`src/rtl/adc_scan_packetizer.sv`:
```
// Scans ADC channels each sample period, packs results into byte frames and
// buffers them in a show-ahead FIFO. Define ADC_PKT_CHTAG_EN to prepend a channel tag byte.
module adc_scan_packetizer #(
  parameter int NUM_CH     = 8,
  parameter int SAMPLE_DIV = 40000,
  parameter int FIFO_DEPTH = 16
) (
  input  logic        clock,
  input  logic        reset_n,
  input  logic        enable,
  output logic        adc_start,
  output logic [2:0]  adc_channel,
  input  logic        adc_ready,
  input  logic [11:0] adc_data,
  output logic [7:0]  tx_data,
  output logic        tx_valid,
  input  logic        tx_ready,
  output logic        overflow,
  output logic [15:0] drop_count,
  output logic        busy
);

  localparam int CW   = (SAMPLE_DIV > 1) ? $clog2(SAMPLE_DIV) : 1;
  localparam int AW   = $clog2(FIFO_DEPTH);
  localparam int CNTW = AW + 1;
`ifdef ADC_PKT_CHTAG_EN
  localparam int FRAME_LEN = 3;
`else
  localparam int FRAME_LEN = 2;
`endif
  localparam logic [CW-1:0]   LAST_CNT    = CW'(SAMPLE_DIV - 1);
  localparam logic [2:0]      LAST_CH     = 3'(NUM_CH - 1);
  localparam logic [1:0]      LAST_IDX    = 2'(FRAME_LEN - 1);
  localparam logic [CNTW-1:0] SPACE_LIMIT = CNTW'(FIFO_DEPTH - FRAME_LEN);
  localparam logic [CNTW-1:0] FILL_ZERO   = CNTW'(0);
  localparam logic [CNTW-1:0] FILL_ONE    = CNTW'(1);

  typedef enum logic [2:0] {
    IDLE  = 3'd0,
    START = 3'd1,
    WAIT  = 3'd2,
    PUSH  = 3'd3,
    NEXT  = 3'd4
  } state_t;

`ifdef ADC_PKT_CHTAG_EN
  function automatic logic [7:0] frame_byte(input logic [1:0] idx, input logic [11:0] d,
                                            input logic [2:0] ch);
    case (idx)
      2'd0:    frame_byte = {2'b11, 3'b000, ch};
      2'd1:    frame_byte = {2'b10, d[11:6]};
      2'd2:    frame_byte = {2'b00, d[5:0]};
      default: frame_byte = 8'h00;
    endcase
  endfunction
`else
  function automatic logic [7:0] frame_byte(input logic [1:0] idx, input logic [11:0] d);
    case (idx)
      2'd0:    frame_byte = {2'b10, d[11:6]};
      2'd1:    frame_byte = {2'b00, d[5:0]};
      default: frame_byte = 8'h00;
    endcase
  endfunction
`endif

  state_t          state_r;
  logic [CW-1:0]   count_r;
  logic [2:0]      chan_r;
  logic            start_r;
  logic            busy_r;
  logic [11:0]     data_r;
  logic [1:0]      idx_r;
  logic            overflow_r;
  logic [15:0]     drop_r;

  logic [7:0]      mem_r [FIFO_DEPTH];
  logic [AW-1:0]   wr_ptr_r;
  logic [AW-1:0]   rd_ptr_r;
  logic [CNTW-1:0] fill_r;
  logic [7:0]      head_r;
  logic            valid_r;

  logic            tick_s;
  logic            space_ok_s;
  logic            wr_en_s;
  logic [7:0]      wr_byte_s;
  logic            pop_s;
  logic [AW-1:0]   rd_nxt_s;
  logic [CNTW-1:0] fill_nxt_s;
  logic [7:0]      head_nxt_s;

  assign tick_s     = enable && (count_r == {CW{1'b0}});
  assign space_ok_s = (fill_r <= SPACE_LIMIT);
  assign pop_s      = valid_r && tx_ready;

  // Frame byte writer: the space check only gates the first byte of a frame.
  always_comb begin
    wr_en_s = 1'b0;
`ifdef ADC_PKT_CHTAG_EN
    wr_byte_s = frame_byte(idx_r, data_r, chan_r);
`else
    wr_byte_s = frame_byte(idx_r, data_r);
`endif
    if ((state_r == PUSH) && ((idx_r != 2'd0) || space_ok_s)) begin
      wr_en_s = 1'b1;
    end else begin
      wr_en_s = 1'b0;
    end
  end

  // Next FIFO occupancy and next head byte, so tx_data/tx_valid can be registered.
  always_comb begin
    rd_nxt_s   = rd_ptr_r;
    fill_nxt_s = fill_r;
    head_nxt_s = 8'h00;
    if (pop_s) begin
      rd_nxt_s = rd_ptr_r + AW'(1);
    end else begin
      rd_nxt_s = rd_ptr_r;
    end
    case ({wr_en_s, pop_s})
      2'b10:   fill_nxt_s = fill_r + FILL_ONE;
      2'b01:   fill_nxt_s = fill_r - FILL_ONE;
      default: fill_nxt_s = fill_r;
    endcase
    if (fill_nxt_s == FILL_ZERO) begin
      head_nxt_s = 8'h00;
    end else if (wr_en_s && (fill_r == (pop_s ? FILL_ONE : FILL_ZERO))) begin
      head_nxt_s = wr_byte_s;
    end else begin
      head_nxt_s = mem_r[rd_nxt_s];
    end
  end

  // Period counter and scan sequencer.
  always_ff @(posedge clock) begin
    if (!reset_n) begin
      state_r    <= IDLE;
      count_r    <= {CW{1'b0}};
      chan_r     <= 3'd0;
      start_r    <= 1'b0;
      busy_r     <= 1'b0;
      data_r     <= 12'h000;
      idx_r      <= 2'd0;
      overflow_r <= 1'b0;
      drop_r     <= 16'h0000;
    end else begin
      if (!enable || (count_r == LAST_CNT)) begin
        count_r <= {CW{1'b0}};
      end else begin
        count_r <= count_r + CW'(1);
      end
      start_r <= 1'b0;
      case (state_r)
        IDLE: begin
          if (tick_s) begin
            chan_r  <= 3'd0;
            start_r <= 1'b1;
            busy_r  <= 1'b1;
            state_r <= START;
          end
        end
        START: state_r <= WAIT;
        WAIT: begin
          if (adc_ready) begin
            data_r  <= adc_data;
            idx_r   <= 2'd0;
            state_r <= PUSH;
          end
        end
        PUSH: begin
          if ((idx_r == 2'd0) && !space_ok_s) begin
            overflow_r <= 1'b1;
            if (drop_r != 16'hFFFF) begin
              drop_r <= drop_r + 16'd1;
            end
            state_r <= NEXT;
          end else if (idx_r == LAST_IDX) begin
            idx_r   <= 2'd0;
            state_r <= NEXT;
          end else begin
            idx_r <= idx_r + 2'd1;
          end
        end
        NEXT: begin
          if ((chan_r == LAST_CH) || !enable) begin
            chan_r  <= 3'd0;
            busy_r  <= 1'b0;
            state_r <= IDLE;
          end else begin
            chan_r  <= chan_r + 3'd1;
            start_r <= 1'b1;
            state_r <= START;
          end
        end
        default: begin
          chan_r  <= 3'd0;
          busy_r  <= 1'b0;
          state_r <= IDLE;
        end
      endcase
    end
  end

  // FIFO storage; contents need no reset because the pointers define validity.
  always_ff @(posedge clock) begin
    if (wr_en_s) begin
      mem_r[wr_ptr_r] <= wr_byte_s;
    end
  end

  // FIFO pointers, occupancy and registered head.
  always_ff @(posedge clock) begin
    if (!reset_n) begin
      wr_ptr_r <= {AW{1'b0}};
      rd_ptr_r <= {AW{1'b0}};
      fill_r   <= FILL_ZERO;
      head_r   <= 8'h00;
      valid_r  <= 1'b0;
    end else begin
      if (wr_en_s) begin
        wr_ptr_r <= wr_ptr_r + AW'(1);
      end
      rd_ptr_r <= rd_nxt_s;
      fill_r   <= fill_nxt_s;
      head_r   <= head_nxt_s;
      valid_r  <= (fill_nxt_s != FILL_ZERO);
    end
  end

  assign adc_start   = start_r;
  assign adc_channel = chan_r;
  assign busy        = busy_r;
  assign tx_data     = head_r;
  assign tx_valid    = valid_r;
  assign overflow    = overflow_r;
  assign drop_count  = drop_r;

endmodule
```
`config.mk`:
```
export PLATFORM = sky130hd
export DESIGN_NAME = adc_scan_packetizer
export DESIGN_NICKNAME = d
export VERILOG_FILES = /design/src/rtl/adc_scan_packetizer.sv
export SDC_FILE = /design/constraint.sdc
export NUM_CORES = 1
export LEC_CHECK = 0
export ABC_AREA = 1
export CAP_MARGIN = 25
export CORE_AREA = 2 2 173 175
export DETAILED_ROUTE_END_ITERATION = 6
export DIE_AREA = 0 0 175 177
export GPL_TIMING_DRIVEN = 0
export PLACE_DENSITY_LB_ADDON = 0.12
export RECOVER_POWER = 25
export SYNTH_ARGS = -nofsm -noshare
export SYNTH_HDL_FRONTEND = slang
export SYNTH_SLANG_ARGS = --single-unit
```
`constraint.sdc`:
```
create_clock -name clock -period 2.8 [get_ports clock]
set_input_delay 0.56 -clock clock [delete_from_list [all_inputs] [get_ports clock]]
set_output_delay 0.56 -clock clock [all_outputs]
set_load 0.01 [all_outputs]
```
==> impl_results.md <==
* Yosys top cell by area: edfxtp_1
* Routability congestion estimate from global placement at 0.789
* Start of the worst register-to-register path: idx_r[0]
* Number of hold violations in the final report at 0
* Seq cells post-synth at 188
* HPWL after detailed placement at 15.8 mm
* Width of the die at 175 microns
* Violation count after the first detailed-route iteration at 324
* Post-route clock skew at 15.5 ps
* Status: completed
* Largest family of logic cells by synthesized area: simple AND/OR/NAND/NOR gates
* Power, Total at 7.92 mW
* Antenna-violating nets left at 0
* Fraction of the cycle the final worst path needs at 89.8%
* Maximum clock rate at 398 MHz
* Total DRC errors in the routed layout at 0
* R2R Setup Slk at 280 ps
* Critical Path End Type: flop
* Endpoint of the worst hold path: data_r[3]
* Via Count at 6294
* Adder-cell share of the synthesized area at 1.89%
* Setup repair after global routing missed its margin: false
* First-pass GRT wire length at 34.8 mm
* CP startpoint kind: flop
* Number of antenna violations at the first check in global routing at 0
* Final hold slack at 460 ps
* First-pass detailed-route iteration total at 5
* Vias in the first global route at 6262
* Per-cell routed wire length at 14.9 microns
* WP data required at 3180 ps
* Source-to-sink clock delay at the later pin of the worst-skew pair at 440 ps
* Total of buffers placed on input and output ports at 45
* Slew at the pin with the worst max-slew slack at 933 ps
* Mapped Area at 8590 sq um
* Max Buffers Root-to-Sink at 2
* Dominant synthesized flop cell: edfxtp_1
* Leak at 4.05 nW
* # IOs at 48
* Post-route setup TNS at 0 ps
* Total length of routed wires at 21.5 mm
* Power per unit of standard cell area at 771 nW/um^2
* Post-Synthesis Mean Instance Area at 8.86 sq um
* Largest net degree at the start of global routing at 20
* Cell types occupying the most area after synthesis: edfxtp_1 (39%), dfxtp_1 (18%), nand2_1 (10%), inv_1 (5.9%), nor2_1 (4.6%)
* Type of the setup path with the least slack: reg2reg
* Number of cells on the worst hold path at 2
* Xor-xnor portion of the synthesized cell area at 1.72%
* Count of distinct cell types in the synthesized netlist at 40
* Clock tree from TritonCTS: done
* Share of synthesized registers carrying an async set or reset at 0%
* Simple-Gate Fraction of Synth Area at 22.6%
* Per-cell via count in the routed design at 4.35
* Placed Instances at 1409
* Yosys top cell area share at 39.2%
* Height of the die at 177 microns
* Core region area at 29200 sq um
* H-Tree Level Count at 4
* Die area at 31000 sq um
* GRT Residual Overflow at 0
* NumNets Final at 1073
* Worst min path class: reg2reg
* Number of nets in the synthesized netlist at 999
* Clock Pin Slew Worst Setup and Hold Paths at 80 ps
* Path depth of the worst reg2reg path at 9
* Count of non-filler cells in the finished layout at 1446
* Peak VDD IR at 0.315 mV
* Number of clock sinks seen by CTS at 188
* GRT Overall Usage at 14.6%
* Endpoint of the most critical register-to-register path: tx_data[2]
* Critical path arrival at 2900 ps
* Hold path start: data_r[3]
* Post-synthesis instance total at 969
* Cell chosen for the clock root: clkbuf_16
* Effective utilization at floorplan at 29.4%
* Final setup fails at 0
* Share of post-route cells with drive strength above 1 at 9.94%
* Share of cell area taken by muxes after synthesis at 0%
* Post-synth EDFFs at 112
* Compound-Gate Fraction of Synth Area at 8.75%
* Sequential-to-total area share from yosys stat at 56.9%
* Count of maximum capacitance violations at 0
* Worst-path maximum fanout at 17
* ANT cells at 0
* # rows at 63
* Count of final max-slew check failures at 0
* TritonCTS buffer count at 17
* Headroom to the max-slew limit at 37.8%
* Clock period minus worst slack at 2520 ps
* Filler Cell Count at 3042
* Number of synthesis warnings at 0
* Signed area change from the synthesized netlist to the final layout at 19.6%
[routing by layer]
layer | routed length, microns | part of all wire, % | track usage [%] | up-vias
met4 | 155 | 0.72 | 3.13 | 0
met3 | 593 | 2.8 | 2.84 | 10
li1 | - | - | - | 3311
met1 | 10400 | 48 | 19.1 | 2899
met2 | 10400 | 48 | 25.0 | 74
met5 | 0 | 0 | 0 | -
[Yosys cell counts (2+ instances only)]
cell type and count:
a21oi_1 50, buf_4 3, nor4_1 2, nor2_2 2, nand3b_1 5, inv_1 134
clkbuf_1 6, o21a_1 4, nor3b_1 2, nand2_2 5, buf_2 18, dfxtp_1 76
o21ai_2 2, o211ai_2 11, edfxtp_1 112, nand3_1 77, nor2_4 2, o21ai_1 6
o22ai_1 6, xor2_1 14, nor3_1 9, ha_1 13, nand2_1 240, buf_6 3
o211ai_1 15, nor2_1 106, o21ai_0 24, inv_2 4, or2_2 3, nand4_1 5
[how the worst max path moves through the flow]
stage | from | end | slack (ps) | depth (start not counted)
floorplan | idx_r[0] | tx_data[0] | 100 | 17
global placement | idx_r[0] | mem_r[6][3] | -1350 | 3
detailed placement | idx_r[0] | tx_data[7] | -750 | 17
CTS | fill_r[0] | tx_data[7] | 8 | 18
global route | fill_r[3] | tx_data[7] | 20 | 22
finish | idx_r[0] | tx_data[2] | 280 | 9
[what timing repair did]
item	CTS	global route
endpoints found under the setup margin	11	8
resized for setup	4	19
setup buffers	1	4
pin swaps	1	3
hold buffers	0	0
[report_power, final]
part / leakage (nW) / internal (mW) / switching (mW)
clock network: 0.293 / 1.28 / 1.20
logic: 2.11 / 0.720 / 1.40
registers: 1.64 / 3.22 / 0.0914
total: 4.05 / 5.23 / 2.69
[sequential cells by signal (all words and copies together), names as in the netlist, 2 cells and up]
register and count:
adc_channel 3, count_r 16, data_r 12, drop_count 16, fill_r 5, idx_r 2, mem_r 112, rd_ptr_r 4
state_r 3, tx_data 7, wr_ptr_r 4
[cell families (layout without fill, tap and decap cells)]
logic type               Yosys count  in the layout
buffers and inverters            170            257
adder cells (fa/ha/maj)           13             13
AO/OA/AOI/OAI                    120            120
flip-flops                       188            188
other                              1              1
AND/OR/NAND/NOR                  461            461
XOR/XNOR                          16             16
[layout make-up]
cell class	count	area (sq um)	share of cell area, %
Clock inverter	15	170	1.66
Tap cell	390	488	4.75
Sequential cell	188	4900	47.7
Multi-Input combinational cell	611	3040	29.6
Buffer	31	176	1.72
Clock buffer	17	425	4.14
Inverter	139	522	5.08
Timing Repair Buffer	55	551	5.36
[metrics by stage]
step           cell area, sq um  util [%]  setup slack, ps
2_1_floorplan              8590         -             98.8
3_3_place_gp               9530      32.6            -1350
3_5_place_dp               9630      32.9             -748
4_1_cts                   10200      35.0             8.12
5_1_grt                   10300      35.1             18.9
6_report                  10300      35.1              285
[critical path: stages, from the launching register on]
cell	delay [ps]
dfxtp_1	350
nor2_4	130
buf_4	250
inv_1	230
o22ai_1	590
clkbuf_1	600
inv_1	80
nand2_1	80
nand2_1	50
nor2_1	80
[placed cells by master, fill, tap and decap left out, types with 3 or more instances in the layout]
cell,instances
inv_1,134
nand2_1,238
buf_2,15
or2_2,3
clkbuf_1,9
nor2_4,3
inv_2,4
nor3_1,9
dfxtp_1,71
nor2_2,3
clkdlybuf4s50_1,37
nor2_1,104
ha_1,13
buf_4,8
nand3_1,77
o21ai_1,6
nand3b_1,5
clkbuf_16,17
o21ai_0,24
inv_8,6
o211ai_1,15
o211ai_2,11
buf_8,3
nand4_1,5
nand2_2,4
dfxtp_4,3
inv_6,3
edfxtp_1,112
o21a_1,4
dlygate4sd3_1,7
nand2_4,4
a21oi_1,50
o22ai_1,5
buf_6,5
xor2_1,15
No activity file was read; power rests on OpenSTA's default activity.
